--- src/rtl/cpu_ctrl_pkg.sv ---
// Shared definitions for the hardwired CPU control unit: opcodes, ALU codes,
// FSM states, instruction classes and the datapath strobe bundle.
package cpu_ctrl_pkg;

  localparam logic [4:0] OP_LD   = 5'd0;
  localparam logic [4:0] OP_LDI  = 5'd1;
  localparam logic [4:0] OP_ST   = 5'd2;
  localparam logic [4:0] OP_ADD  = 5'd3;
  localparam logic [4:0] OP_SUB  = 5'd4;
  localparam logic [4:0] OP_AND  = 5'd5;
  localparam logic [4:0] OP_OR   = 5'd6;
  localparam logic [4:0] OP_SHR  = 5'd7;
  localparam logic [4:0] OP_SHRA = 5'd8;
  localparam logic [4:0] OP_SHL  = 5'd9;
  localparam logic [4:0] OP_ROR  = 5'd10;
  localparam logic [4:0] OP_ROL  = 5'd11;
  localparam logic [4:0] OP_ADDI = 5'd12;
  localparam logic [4:0] OP_ANDI = 5'd13;
  localparam logic [4:0] OP_ORI  = 5'd14;
  localparam logic [4:0] OP_MUL  = 5'd15;
  localparam logic [4:0] OP_DIV  = 5'd16;
  localparam logic [4:0] OP_BR   = 5'b10010;
  localparam logic [4:0] OP_JR   = 5'd19;
  localparam logic [4:0] OP_JAL  = 5'd20;
  localparam logic [4:0] OP_IN   = 5'd21;
  localparam logic [4:0] OP_OUT  = 5'd22;
  localparam logic [4:0] OP_MFHI = 5'd23;
  localparam logic [4:0] OP_MFLO = 5'd24;
  localparam logic [4:0] OP_NOP  = 5'd25;
  localparam logic [4:0] OP_HALT = 5'd26;

  localparam logic [3:0] ALU_AND  = 4'd0;
  localparam logic [3:0] ALU_OR   = 4'd1;
  localparam logic [3:0] ALU_ADD  = 4'd2;
  localparam logic [3:0] ALU_SUB  = 4'd3;
  localparam logic [3:0] ALU_SHR  = 4'd4;
  localparam logic [3:0] ALU_SHRA = 4'd5;
  localparam logic [3:0] ALU_SHL  = 4'd6;
  localparam logic [3:0] ALU_ROR  = 4'd7;
  localparam logic [3:0] ALU_ROL  = 4'd8;
  localparam logic [3:0] ALU_MUL  = 4'd9;
  localparam logic [3:0] ALU_DIV  = 4'd10;

  typedef enum logic [3:0] {
    S_RESET, S_T0, S_T1, S_T2, S_T3, S_T4, S_T5, S_T6, S_T7, S_HALT
  } ctrl_state_e;

  typedef enum logic [3:0] {
    C_NOP, C_ALU_R, C_ALU_I, C_MULDIV, C_LDI, C_LD, C_ST, C_BR,
    C_JR, C_JAL, C_IN, C_OUT, C_MFHI, C_MFLO, C_HALT
  } instr_class_e;

  typedef struct packed {
    logic pc_out, pc_in, inc_pc, pc_enable;
    logic mar_in, mdr_in, mdr_out, rd, ram_enable;
    logic ir_in, y_in, zlow_in, zhigh_in, zlow_out, zhigh_out;
    logic high_in, low_in, high_out, low_out;
    logic gra, grb, grc, r_in, r_out, ba_out, r15_enable;
    logic c_out, con_in, in_port_out, out_port_in;
  } ctrl_sig_t;

  // Number of execute states (T3 onward) each class occupies.
  function automatic logic [2:0] exec_cycles(input instr_class_e c);
    case (c)
      C_ALU_R, C_ALU_I, C_LDI:          return 3'd3;
      C_MULDIV, C_BR:                   return 3'd4;
      C_LD, C_ST:                       return 3'd5;
      C_JAL:                            return 3'd2;
      C_JR, C_IN, C_OUT, C_MFHI, C_MFLO: return 3'd1;
      default:                          return 3'd0;
    endcase
  endfunction

endpackage

--- src/rtl/control_unit_decode.sv ---
// Opcode decoder: instruction class plus the ALU code driven on CONTROL in T4.
module ctrl_decode
  import cpu_ctrl_pkg::*;
#(
  parameter int OPW  = 5,
  parameter int CTLW = 4
) (
  input  logic [OPW-1:0]  opcode,
  output instr_class_e    iclass,
  output logic [CTLW-1:0] alu_op
);

  always_comb begin
    iclass = C_NOP;
    alu_op = '0;
    case (opcode)
      OP_ADD:  begin iclass = C_ALU_R;  alu_op = ALU_ADD;  end
      OP_SUB:  begin iclass = C_ALU_R;  alu_op = ALU_SUB;  end
      OP_AND:  begin iclass = C_ALU_R;  alu_op = ALU_AND;  end
      OP_OR:   begin iclass = C_ALU_R;  alu_op = ALU_OR;   end
      OP_SHR:  begin iclass = C_ALU_R;  alu_op = ALU_SHR;  end
      OP_SHRA: begin iclass = C_ALU_R;  alu_op = ALU_SHRA; end
      OP_SHL:  begin iclass = C_ALU_R;  alu_op = ALU_SHL;  end
      OP_ROR:  begin iclass = C_ALU_R;  alu_op = ALU_ROR;  end
      OP_ROL:  begin iclass = C_ALU_R;  alu_op = ALU_ROL;  end
      OP_ADDI: begin iclass = C_ALU_I;  alu_op = ALU_ADD;  end
      OP_ANDI: begin iclass = C_ALU_I;  alu_op = ALU_AND;  end
      OP_ORI:  begin iclass = C_ALU_I;  alu_op = ALU_OR;   end
      OP_MUL:  begin iclass = C_MULDIV; alu_op = ALU_MUL;  end
      OP_DIV:  begin iclass = C_MULDIV; alu_op = ALU_DIV;  end
      OP_LDI:  begin iclass = C_LDI;    alu_op = ALU_ADD;  end
      OP_LD:   begin iclass = C_LD;     alu_op = ALU_ADD;  end
      OP_ST:   begin iclass = C_ST;     alu_op = ALU_ADD;  end
      OP_BR:   iclass = C_BR;
      OP_JR:   iclass = C_JR;
      OP_JAL:  iclass = C_JAL;
      OP_IN:   iclass = C_IN;
      OP_OUT:  iclass = C_OUT;
      OP_MFHI: iclass = C_MFHI;
      OP_MFLO: iclass = C_MFLO;
      OP_HALT: iclass = C_HALT;
      default: iclass = C_NOP;
    endcase
  end

endmodule

--- src/rtl/control_unit.sv ---
// Hardwired Moore control unit: sequences fetch (T0-T2) and per-class execute
// states, and owns the run/halt status. Strobes decode from state and IR.
module control_unit
  import cpu_ctrl_pkg::*;
#(
  parameter int OPW  = 5,
  parameter int CTLW = 4
) (
  input  logic            Clock,
  input  logic            Clear,
  input  logic [31:0]     IR,
  input  logic            CON_FF,
  input  logic            Stop,
  output logic            Run,
  output logic            PCout, PCin, IncPC, PC_enable,
  output logic            MARin, MDRin, MDRout, Read, ram_enable,
  output logic            IRin, Yin, Zlowin, Zhighin, Zlowout, Zhighout,
  output logic            highin, lowin, highout, lowout,
  output logic            Gra, Grb, Grc, Rin, Rout, BAout, R15_enable,
  output logic            Cout, con_in, inPortOut, outPortIn,
  output logic [CTLW-1:0] CONTROL,
  output logic [3:0]      dbg_state
);

  ctrl_state_e     state_q, state_d;
  instr_class_e    iclass;
  logic [CTLW-1:0] alu_op;
  logic [CTLW-1:0] alu_sel;
  logic [2:0]      step;
  ctrl_sig_t       sig;
  logic            ir_unused;

  assign ir_unused = ^IR[31-OPW:0];

  ctrl_decode #(.OPW(OPW), .CTLW(CTLW)) u_decode (
    .opcode (IR[31 -: OPW]),
    .iclass (iclass),
    .alu_op (alu_op)
  );

  // step counts execute states already done; an instruction ends when it
  // reaches the class's execute length (T2 is step 0 so nop ends there).
  always_comb begin
    state_d = state_q;
    step    = 3'd0;
    case (state_q)
      S_T3:    step = 3'd1;
      S_T4:    step = 3'd2;
      S_T5:    step = 3'd3;
      S_T6:    step = 3'd4;
      S_T7:    step = 3'd5;
      default: step = 3'd0;
    endcase
    case (state_q)
      S_RESET: state_d = S_T0;
      S_T0:    state_d = S_T1;
      S_T1:    state_d = S_T2;
      S_HALT:  state_d = S_HALT;
      default: begin
        if (state_q == S_T2 && iclass == C_HALT) begin
          state_d = S_HALT;
        end else if (step >= exec_cycles(iclass)) begin
          state_d = Stop ? S_HALT : S_T0;
        end else begin
          case (state_q)
            S_T2:    state_d = S_T3;
            S_T3:    state_d = S_T4;
            S_T4:    state_d = S_T5;
            S_T5:    state_d = S_T6;
            default: state_d = S_T7;
          endcase
        end
      end
    endcase
  end

  always_ff @(posedge Clock) begin
    if (Clear) state_q <= S_RESET;
    else       state_q <= state_d;
  end

  always_comb begin
    sig     = '0;
    alu_sel = '0;
    case (state_q)
      S_T0: begin sig.pc_out = 1'b1; sig.mar_in = 1'b1; sig.inc_pc = 1'b1; sig.zlow_in = 1'b1; end
      S_T1: begin sig.zlow_out = 1'b1; sig.pc_in = 1'b1; sig.rd = 1'b1; sig.mdr_in = 1'b1; end
      S_T2: begin sig.mdr_out = 1'b1; sig.ir_in = 1'b1; end
      S_T3: begin
        case (iclass)
          C_ALU_R, C_ALU_I: begin sig.grb = 1'b1; sig.r_out = 1'b1; sig.y_in = 1'b1; end
          C_MULDIV: begin sig.gra = 1'b1; sig.r_out = 1'b1; sig.y_in = 1'b1; end
          C_LDI, C_LD, C_ST: begin sig.grb = 1'b1; sig.ba_out = 1'b1; sig.y_in = 1'b1; end
          C_BR:   begin sig.gra = 1'b1; sig.r_out = 1'b1; sig.con_in = 1'b1; end
          C_JR:   begin sig.gra = 1'b1; sig.r_out = 1'b1; sig.pc_in = 1'b1; end
          C_JAL:  begin sig.pc_out = 1'b1; sig.r15_enable = 1'b1; sig.r_in = 1'b1; end
          C_IN:   begin sig.in_port_out = 1'b1; sig.gra = 1'b1; sig.r_in = 1'b1; end
          C_OUT:  begin sig.gra = 1'b1; sig.r_out = 1'b1; sig.out_port_in = 1'b1; end
          C_MFHI: begin sig.high_out = 1'b1; sig.gra = 1'b1; sig.r_in = 1'b1; end
          C_MFLO: begin sig.low_out = 1'b1; sig.gra = 1'b1; sig.r_in = 1'b1; end
          default: ;
        endcase
      end
      S_T4: begin
        case (iclass)
          C_ALU_R:  begin sig.grc = 1'b1; sig.r_out = 1'b1; sig.zlow_in = 1'b1; alu_sel = alu_op; end
          C_ALU_I, C_LDI, C_LD, C_ST: begin sig.c_out = 1'b1; sig.zlow_in = 1'b1; alu_sel = alu_op; end
          C_MULDIV: begin
            sig.grb = 1'b1; sig.r_out = 1'b1; sig.zlow_in = 1'b1; sig.zhigh_in = 1'b1;
            alu_sel = alu_op;
          end
          C_BR:  begin sig.pc_out = 1'b1; sig.y_in = 1'b1; end
          C_JAL: begin sig.gra = 1'b1; sig.r_out = 1'b1; sig.pc_in = 1'b1; end
          default: ;
        endcase
      end
      S_T5: begin
        case (iclass)
          C_ALU_R, C_ALU_I, C_LDI: begin sig.zlow_out = 1'b1; sig.gra = 1'b1; sig.r_in = 1'b1; end
          C_MULDIV:   begin sig.zlow_out = 1'b1; sig.low_in = 1'b1; end
          C_LD, C_ST: begin sig.zlow_out = 1'b1; sig.mar_in = 1'b1; end
          C_BR:       begin sig.c_out = 1'b1; sig.zlow_in = 1'b1; alu_sel = ALU_ADD; end
          default: ;
        endcase
      end
      S_T6: begin
        case (iclass)
          C_MULDIV: begin sig.zhigh_out = 1'b1; sig.high_in = 1'b1; end
          C_LD:     begin sig.rd = 1'b1; sig.mdr_in = 1'b1; end
          C_ST:     begin sig.gra = 1'b1; sig.r_out = 1'b1; sig.mdr_in = 1'b1; end
          C_BR:     begin sig.zlow_out = 1'b1; sig.pc_enable = 1'b1; sig.pc_in = CON_FF; end
          default: ;
        endcase
      end
      S_T7: begin
        case (iclass)
          C_LD:    begin sig.mdr_out = 1'b1; sig.gra = 1'b1; sig.r_in = 1'b1; end
          C_ST:    sig.ram_enable = 1'b1;
          default: ;
        endcase
      end
      default: ;
    endcase
  end

  assign Run        = (state_q != S_RESET) && (state_q != S_HALT);
  assign dbg_state  = state_q;
  assign CONTROL    = alu_sel;
  assign PCout      = sig.pc_out;
  assign PCin       = sig.pc_in;
  assign IncPC      = sig.inc_pc;
  assign PC_enable  = sig.pc_enable;
  assign MARin      = sig.mar_in;
  assign MDRin      = sig.mdr_in;
  assign MDRout     = sig.mdr_out;
  assign Read       = sig.rd;
  assign ram_enable = sig.ram_enable;
  assign IRin       = sig.ir_in;
  assign Yin        = sig.y_in;
  assign Zlowin     = sig.zlow_in;
  assign Zhighin    = sig.zhigh_in;
  assign Zlowout    = sig.zlow_out;
  assign Zhighout   = sig.zhigh_out;
  assign highin     = sig.high_in;
  assign lowin      = sig.low_in;
  assign highout    = sig.high_out;
  assign lowout     = sig.low_out;
  assign Gra        = sig.gra;
  assign Grb        = sig.grb;
  assign Grc        = sig.grc;
  assign Rin        = sig.r_in;
  assign Rout       = sig.r_out;
  assign BAout      = sig.ba_out;
  assign R15_enable = sig.r15_enable;
  assign Cout       = sig.c_out;
  assign con_in     = sig.con_in;
  assign inPortOut  = sig.in_port_out;
  assign outPortIn  = sig.out_port_in;

endmodule

--- config.mk ---
export PLATFORM = sky130hd
export DESIGN_NAME = control_unit
export DESIGN_NICKNAME = d
export VERILOG_FILES = /design/src/rtl/cpu_ctrl_pkg.sv /design/src/rtl/control_unit_decode.sv /design/src/rtl/control_unit.sv
export SDC_FILE = /design/constraint.sdc
export NUM_CORES = 1
export LEC_CHECK = 0
export ABC_AREA = 0
export CORE_MARGIN = 4
export CORE_UTILIZATION = 25
export CTS_CLUSTER_DIAMETER = 120
export CTS_CLUSTER_SIZE = 10
export DETAILED_ROUTE_END_ITERATION = 10
export GPL_TIMING_DRIVEN = 0
export HOLD_SLACK_MARGIN = 0.06
export RECOVER_POWER = 100
export SLEW_MARGIN = 20
export SYNTH_ARGS = -nofsm -noshare
export SYNTH_HDL_FRONTEND = slang
export SYNTH_HIERARCHICAL = 1
export SYNTH_SLANG_ARGS = --single-unit
--- constraint.sdc ---
create_clock -name Clock -period 3.4 [get_ports Clock]
set_input_delay 0.68 -clock Clock [delete_from_list [all_inputs] [get_ports Clock]]
set_output_delay 0.68 -clock Clock [all_outputs]
set_load 0.005 [all_outputs]
=== Word level (Yosys, flattened, before mapping) ===
Memories as Yosys holds them, arrays and structs flattened.
Cells that the tools add are included.

* Register bits: 4
* Bits in read-only memories: 48
* Input port bits: 36
* Output and inout bits: 39
* Word-level logic and storage cells: 133
* Memories kept: 1

{| class="wikitable"
|+ Memory list
! name !! depth !! width !! read ports !! clocked after Yosys merged registers in !! wr ports !! RTL line !! text
|-
| (name not given) || 16 || 3 || 1 || 0 || 0 || cpu_ctrl_pkg.sv:64 || <nowiki>case (c)</nowiki>
|}

* $lt $le $gt $ge: 1
* Eq/ne operators: 48
* Muxes and demuxes: 61
* Reductions and logical operators: 21

{| class="wikitable"
|+ Operators with widths
! kind !! number
|-
| $pmux 4 s14 || 1
|-
| $eq 5x5->1 const B || 9
|-
| $eq 5x4->1 const B || 8
|-
| $pmux 4 s10 || 1
|-
| $eq 4x4->1 const B || 9
|-
| $eq 4x3->1 const B || 8
|-
| $pmux 4 s4 || 2
|-
| $mux 1 || 29
|-
| $eq 5x3->1 const B || 4
|-
| $eq 4x2->1 const B || 4
|-
| $mux 4 || 4
|-
| $pmux 1 s3 || 5
|-
| $pmux 3 s5 || 1
|-
| $pmux 1 s2 || 7
|-
| $reduce_or 3->1 || 4
|-
| $reduce_or 4->1 || 3
|-
| $reduce_or 6->1 || 2
|-
| $eq 5x2->1 const B || 2
|-
| $mux 2 || 5
|-
| $reduce_or 5->1 || 2
|-
| $mux 3 || 3
|-
| $reduce_or 9->1 || 1
|-
| $eq 4x1->1 const B || 2
|-
| $pmux 4 s2 || 1
|-
| 11 further kinds || 14
|}

=== Logic depth before layout (Yosys ltp) ===
* Word-level depth: 11
* Depth in mapped cells: 15
* Mapped depth without buffers: 13

=== Hierarchy ===
Netlist, hierarchy kept.

{| class="wikitable"
|+ By module, submodules not included
! module !! instances !! cells each !! area each (µm²) !! sequential area each (µm²)
|-
| control_unit || 1 || 159 || 1112.3 || 80.1
|-
| ctrl_decode || 1 || 40 || 272.8 || 0.0
|}

=== Least setup slack after synthesis ===
OpenSTA, ideal clock, no wires.

* Path type: in2out
* Start: input IR[29]
* End: output Zlowin
* Arrival time: 2.630 ns
* Data required time: 2.720 ns
* Path slack: 0.090 ns
* Stages on the path: 11
* Path buffers: 2
* Cell sequence: buf_2 > nor2b_1 > a21oi_1 > o221ai_1 > inv_1 > ha_1 > clkbuf_1 > inv_1 > a41o_1 > nor2_2 > or3_1

* Cells in the longest elaborated chain, start to end: 7
* Elaborated cells between the ends (all ways): 40
* Classes of those cells: eq/ne (31); mux (4); reduce/logical (5)

{| class="wikitable"
|+ Ends and longest elaborated chain
! what !! RTL line !! text
|-
| start, declared || control_unit.sv:11 || <nowiki>input logic [31:0] IR,</nowiki>
|-
| $eq 5x2->1 (tied with other cells) || control_unit_decode.sv:16 || <nowiki>case (opcode)</nowiki>
|-
| $reduce_or 9->1 (no source line) (tied with other cells) || - ||
|-
| $pmux 4 s14 * || control_unit_decode.sv:16 ||
|-
| net iclass[0] || control_unit.sv:26 || <nowiki>instr_class_e iclass;</nowiki>
|-
| $eq 4x3->1 (tied with other cells) || control_unit.sv:105 || <nowiki>case (iclass)</nowiki>
|-
| $reduce_or 6->1 (no source line) || - ||
|-
| $mux 1 || control_unit.sv:105 ||
|-
| $pmux 1 s3 * || control_unit.sv:85 || <nowiki>case (state_q)</nowiki>
|-
| end, declared || control_unit.sv:17 || <nowiki>output logic IRin, Yin, Zlowin, Zhighin, Zlowout, Zhighout,</nowiki>
|}

The timed path passes the listed nets; every way through them passes the cells marked *.

=== Worst setup path in the final report ===
* Start: input IR[27]
* End: output Zlowout

* Cells in the longest elaborated chain, start to end: 7
* Elaborated cells between the ends (all ways): 40
* Classes of those cells: eq/ne (31); mux (4); reduce/logical (5)

{| class="wikitable"
|+ Ends and longest elaborated chain
! what !! RTL line !! text
|-
| $eq 5x2->1 (tied with other cells) || control_unit_decode.sv:16 ||
|-
| $reduce_or 9->1 (no source line) (tied with other cells) || - ||
|-
| $pmux 4 s14 * || control_unit_decode.sv:16 ||
|-
| net iclass[0] || control_unit.sv:26 ||
|-
| $eq 4x3->1 (tied with other cells) || control_unit.sv:118 || <nowiki>case (iclass)</nowiki>
|-
| $reduce_or 6->1 (no source line) || - ||
|-
| $mux 1 || control_unit.sv:118 ||
|-
| $pmux 1 s3 * || control_unit.sv:85 ||
|-
| end, declared || control_unit.sv:17 ||
|}

Marks and branches as above.

==> impl_metrics.csv <==
group,metric,value,unit
placed_design,port-buffer-count,46,
cts,cts_htree_levels,1,
floorplanning,num_io_pins,75,
setup_path,crit_slowest_cell,"sky130_fd_sc_hd__or2_4",
final_layout,antenna_diode_count,0,
final_layout,post_route_cells_drive_above_1_share,0.386,
synthesis,synth-async-reset-ratio,0,
timing,final.setup_skew,0.00184,ns
route,route.vias.total,1783,
synthesis,post_synth_edffs,0,
cts,maximum_clock_path_buffer_count,2,
global_routing,grt_antenna_before_repair,0,
placed_design,gp_congestion,0.884,
outcome,outcome,"finished with violations",
final_layout,number_of_flip_flops_in_the_largest_register,4,
floorplanning,die_width,82.4,um
synthesis,ys.warnings.count,6,
placed_design,placed_cell_area,1930,sq um
timing,final.period_utilization,1.01,
setup_path,required_time_of_the_critical_path,2.72,ns
synthesis,syn-cell-area,1390,sq um
synthesis,syn_area_per_cell,6.96,sq um
route,wl_per_cell,14.5,um
final_layout,most-common-layout-cells,"33 x sky130_fd_sc_hd__buf_4, 17 x sky130_fd_sc_hd__nor2_1, 14 x sky130_fd_sc_hd__clkdlybuf4s50_1",
global_routing,first_global_vias,1723,
final_layout,multiInputGateArea,1340,sq um
setup_path,end_kind,"output pin",
timing,relSlewSlack,0.737,
timing,layout_setup_ws,-0.0327,ns
floorplanning,initial_core_util,0.264,
setup_path,cp_slowest_stage_delay,0.26,ns
final_layout,non_filler_cells_final,350,
synthesis,main_flop_type_after_synthesis,"sky130_fd_sc_hd__dfxtp_1",
min_path,hold_path.class,"flip-flop to flip-flop",
timing,period_minus_slack,3.43,ns
cts,cts.root.buffer_cell,"sky130_fd_sc_hd__clkbuf_8",
floorplanning,die-area,6800,sq um
cts,cts_hold_repair.buffers,0,
synthesis,synthCells,199,
placed_design,place.detailed.instances,315,
synthesis,netlist_top_cells_area,"sky130_fd_sc_hd__ha_1 9.0%, sky130_fd_sc_hd__dfxtp_1 5.8%, sky130_fd_sc_hd__nor2_1 4.9%, sky130_fd_sc_hd__nand2_1 4.3%, sky130_fd_sc_hd__a21oi_1 3.6%",
route,routed_wirelength,5090,um
final_layout,final.fill_count,498,
power,power.ir.vdd_worst,0.000139,V
route,remaining_drc_errors,0,
timing,timing_max_transition_violations_final,0,
synthesis,synth_sequential_area_ratio,0.0578,
timing,worst-slew-pin-transition,0.393,ns
timing,clock.fmax,291,MHz
outcome,failed_checks,"setup timing",
global_routing,globalRouteOverflowTotal,0,
synthesis,synth_top_cell_area_share,0.0903,
setup_path,critical_path_arrival,2.75,ns
final_layout,layout-area-overhead-vs-synth,74.8,%
route,first_pass_iters,4,
timing,rsz0062_at_grt,"yes",
setup_path,worst_path_cell_chain,"buf_2 -> buf_6 -> or2_4 -> a21o_2 -> o221ai_4 -> buf_6 -> ha_4 -> inv_4 -> a41o_1 -> buf_4 -> buf_4 -> a21o_1 -> a21oi_1 -> buf_2",
final_layout,final_common_cell,"sky130_fd_sc_hd__buf_4",
power,cellPowerDensity,290,nW/um^2
route,detail_route.iter0.violations,115,
run,drv_cap,0,
synthesis,syn_nets,245,
cts,insertion_delay,0.22,ns
cts,cts_num_sinks,4,
timing,timing.final.setup_violations,2,
setup_path,critical_path.max_fanout,6,
cts,cts-buffers-inserted,3,
floorplanning,die_height,82.4,um
synthesis,synth_cell_type_count,63,
timing,finalHoldViolations,0,
global_routing,globalRouteTotalUtil,0.145,
power,power_consumption,702,uW
final_layout,sequential_cell_area,80.1,sq um
placed_design,detailedPlace.worstSlack,-1.22,ns
floorplanning,design.core.area,5240,sq um
power,p_leak,0.00113,uW
synthesis,synthDominantAreaCellType,"sky130_fd_sc_hd__ha_1",
global_routing,wire_length_of_the_first_global_routing_pass,7920,um
cts,tritoncts,"yes",
floorplanning,std_cell_rows,26,
setup_path,startpoint_types,"input pin",
final_layout,final_net_count,328,
setup_path,criticalPathCategory,"input pin to output pin",
route,ant_nets,0,
synthesis,postSynthRegisterBits,4,
placed_design,placed_wire_length_estimate_after_detailed_placement,3370,um
final_layout,final_area,2420,sq um
route,viasPerCell,5.09,
cts,path_clk_slew,0.03,ns
global_routing,largest_net_degree_at_the_start_of_global_routing,11,
power by group:
part           switching, uW  leakage (uW)  total, uW  internal, uW
logic                    265       0.00107        529           264
registers               17.6     0.0000328       75.6          58.0
clock network           22.6     0.0000216       97.9          75.3
cell usage after synthesis (5+ instances only):
master                      n
sky130_fd_sc_hd__nor3_1    10
sky130_fd_sc_hd__nor2_1    18
sky130_fd_sc_hd__nand3_1    7
sky130_fd_sc_hd__o21bai_1   5
sky130_fd_sc_hd__ha_1      10
sky130_fd_sc_hd__nor2b_1    5
sky130_fd_sc_hd__o21ai_0    7
sky130_fd_sc_hd__buf_2      9
sky130_fd_sc_hd__inv_1     10
sky130_fd_sc_hd__nand2_1   16
sky130_fd_sc_hd__a21o_1     5
sky130_fd_sc_hd__a21oi_1   10
sky130_fd_sc_hd__nand2b_1   7
final timing paths:
path                                      to         start  slack (ns)  cells past startpoint
worst max-delay path                 Zlowout        IR[27]       -0.03                     14
worst min-delay path            dbg_state[0]  dbg_state[0]        0.70                      3
worst max register to register  dbg_state[1]  dbg_state[2]        1.10                      7
worst min register to register  dbg_state[0]  dbg_state[0]        0.70                      3
metrics by stage:
stage,TNS (ns),utilization,hold slack [ns]
2_1_floorplan,0,-,0.642
3_3_place_gp,-29.25,0.369,0.697
3_5_place_dp,-29.10,0.369,0.703
4_1_cts,-0.0437,0.441,0.705
5_1_grt,-0.492,0.462,0.765
6_report,-0.0336,0.462,0.702
repair_timing:
| item | 4_1_cts | 5_1_grt |
|---|---|---|
| setup buffers | 26 | 9 |
| resized for setup | 98 | 29 |
| endpoints found under the hold margin | 0 | 0 |
| endpoints found under the setup margin | 36 | 30 |
| pin swaps | 13 | 9 |
| cloned | 0 | 0 |
cell families (layout without fill, tap and decap cells):
group,count (synthesis),in the layout,synth area share
AOI/OAI and AO/OA,57,57,0.302
DFF,4,4,0.0578
adders and majority gates,10,10,0.0903
muxes,3,3,0.0217
and+or+nand+nor,93,93,0.398
buffers and inverters,29,110,0.111
xor gates and xnor gates,3,3,0.0190
worst max-delay path: cells and delay by family:
family | cells | cell delay [ns]
buf+inv | 7 | 0.85
compound gates | 5 | 0.80
simple gates | 1 | 0.26
fa+ha+maj | 1 | 0.18
area by class of cell:
cell class | instances | share of cell area
plain buffers | 16 | 0.0625
clock buffers | 3 | 0.0171
inverters | 11 | 0.0181
multi-input cells | 166 | 0.551
flip-flops and latches | 4 | 0.0331
well taps | 70 | 0.0362
repair buffers | 80 | 0.282
per-layer routing:
layer / GRT usage / wire length [um] / vias to the layer above
met5: 0 / 0 / -
met4: 0.0449 / 105 / 0
met3: 0.0206 / 307 / 10
met2: 0.240 / 2440 / 54
met1: 0.192 / 2240 / 829
li1: - / - / 890
(Power assumes the default switching activity.)
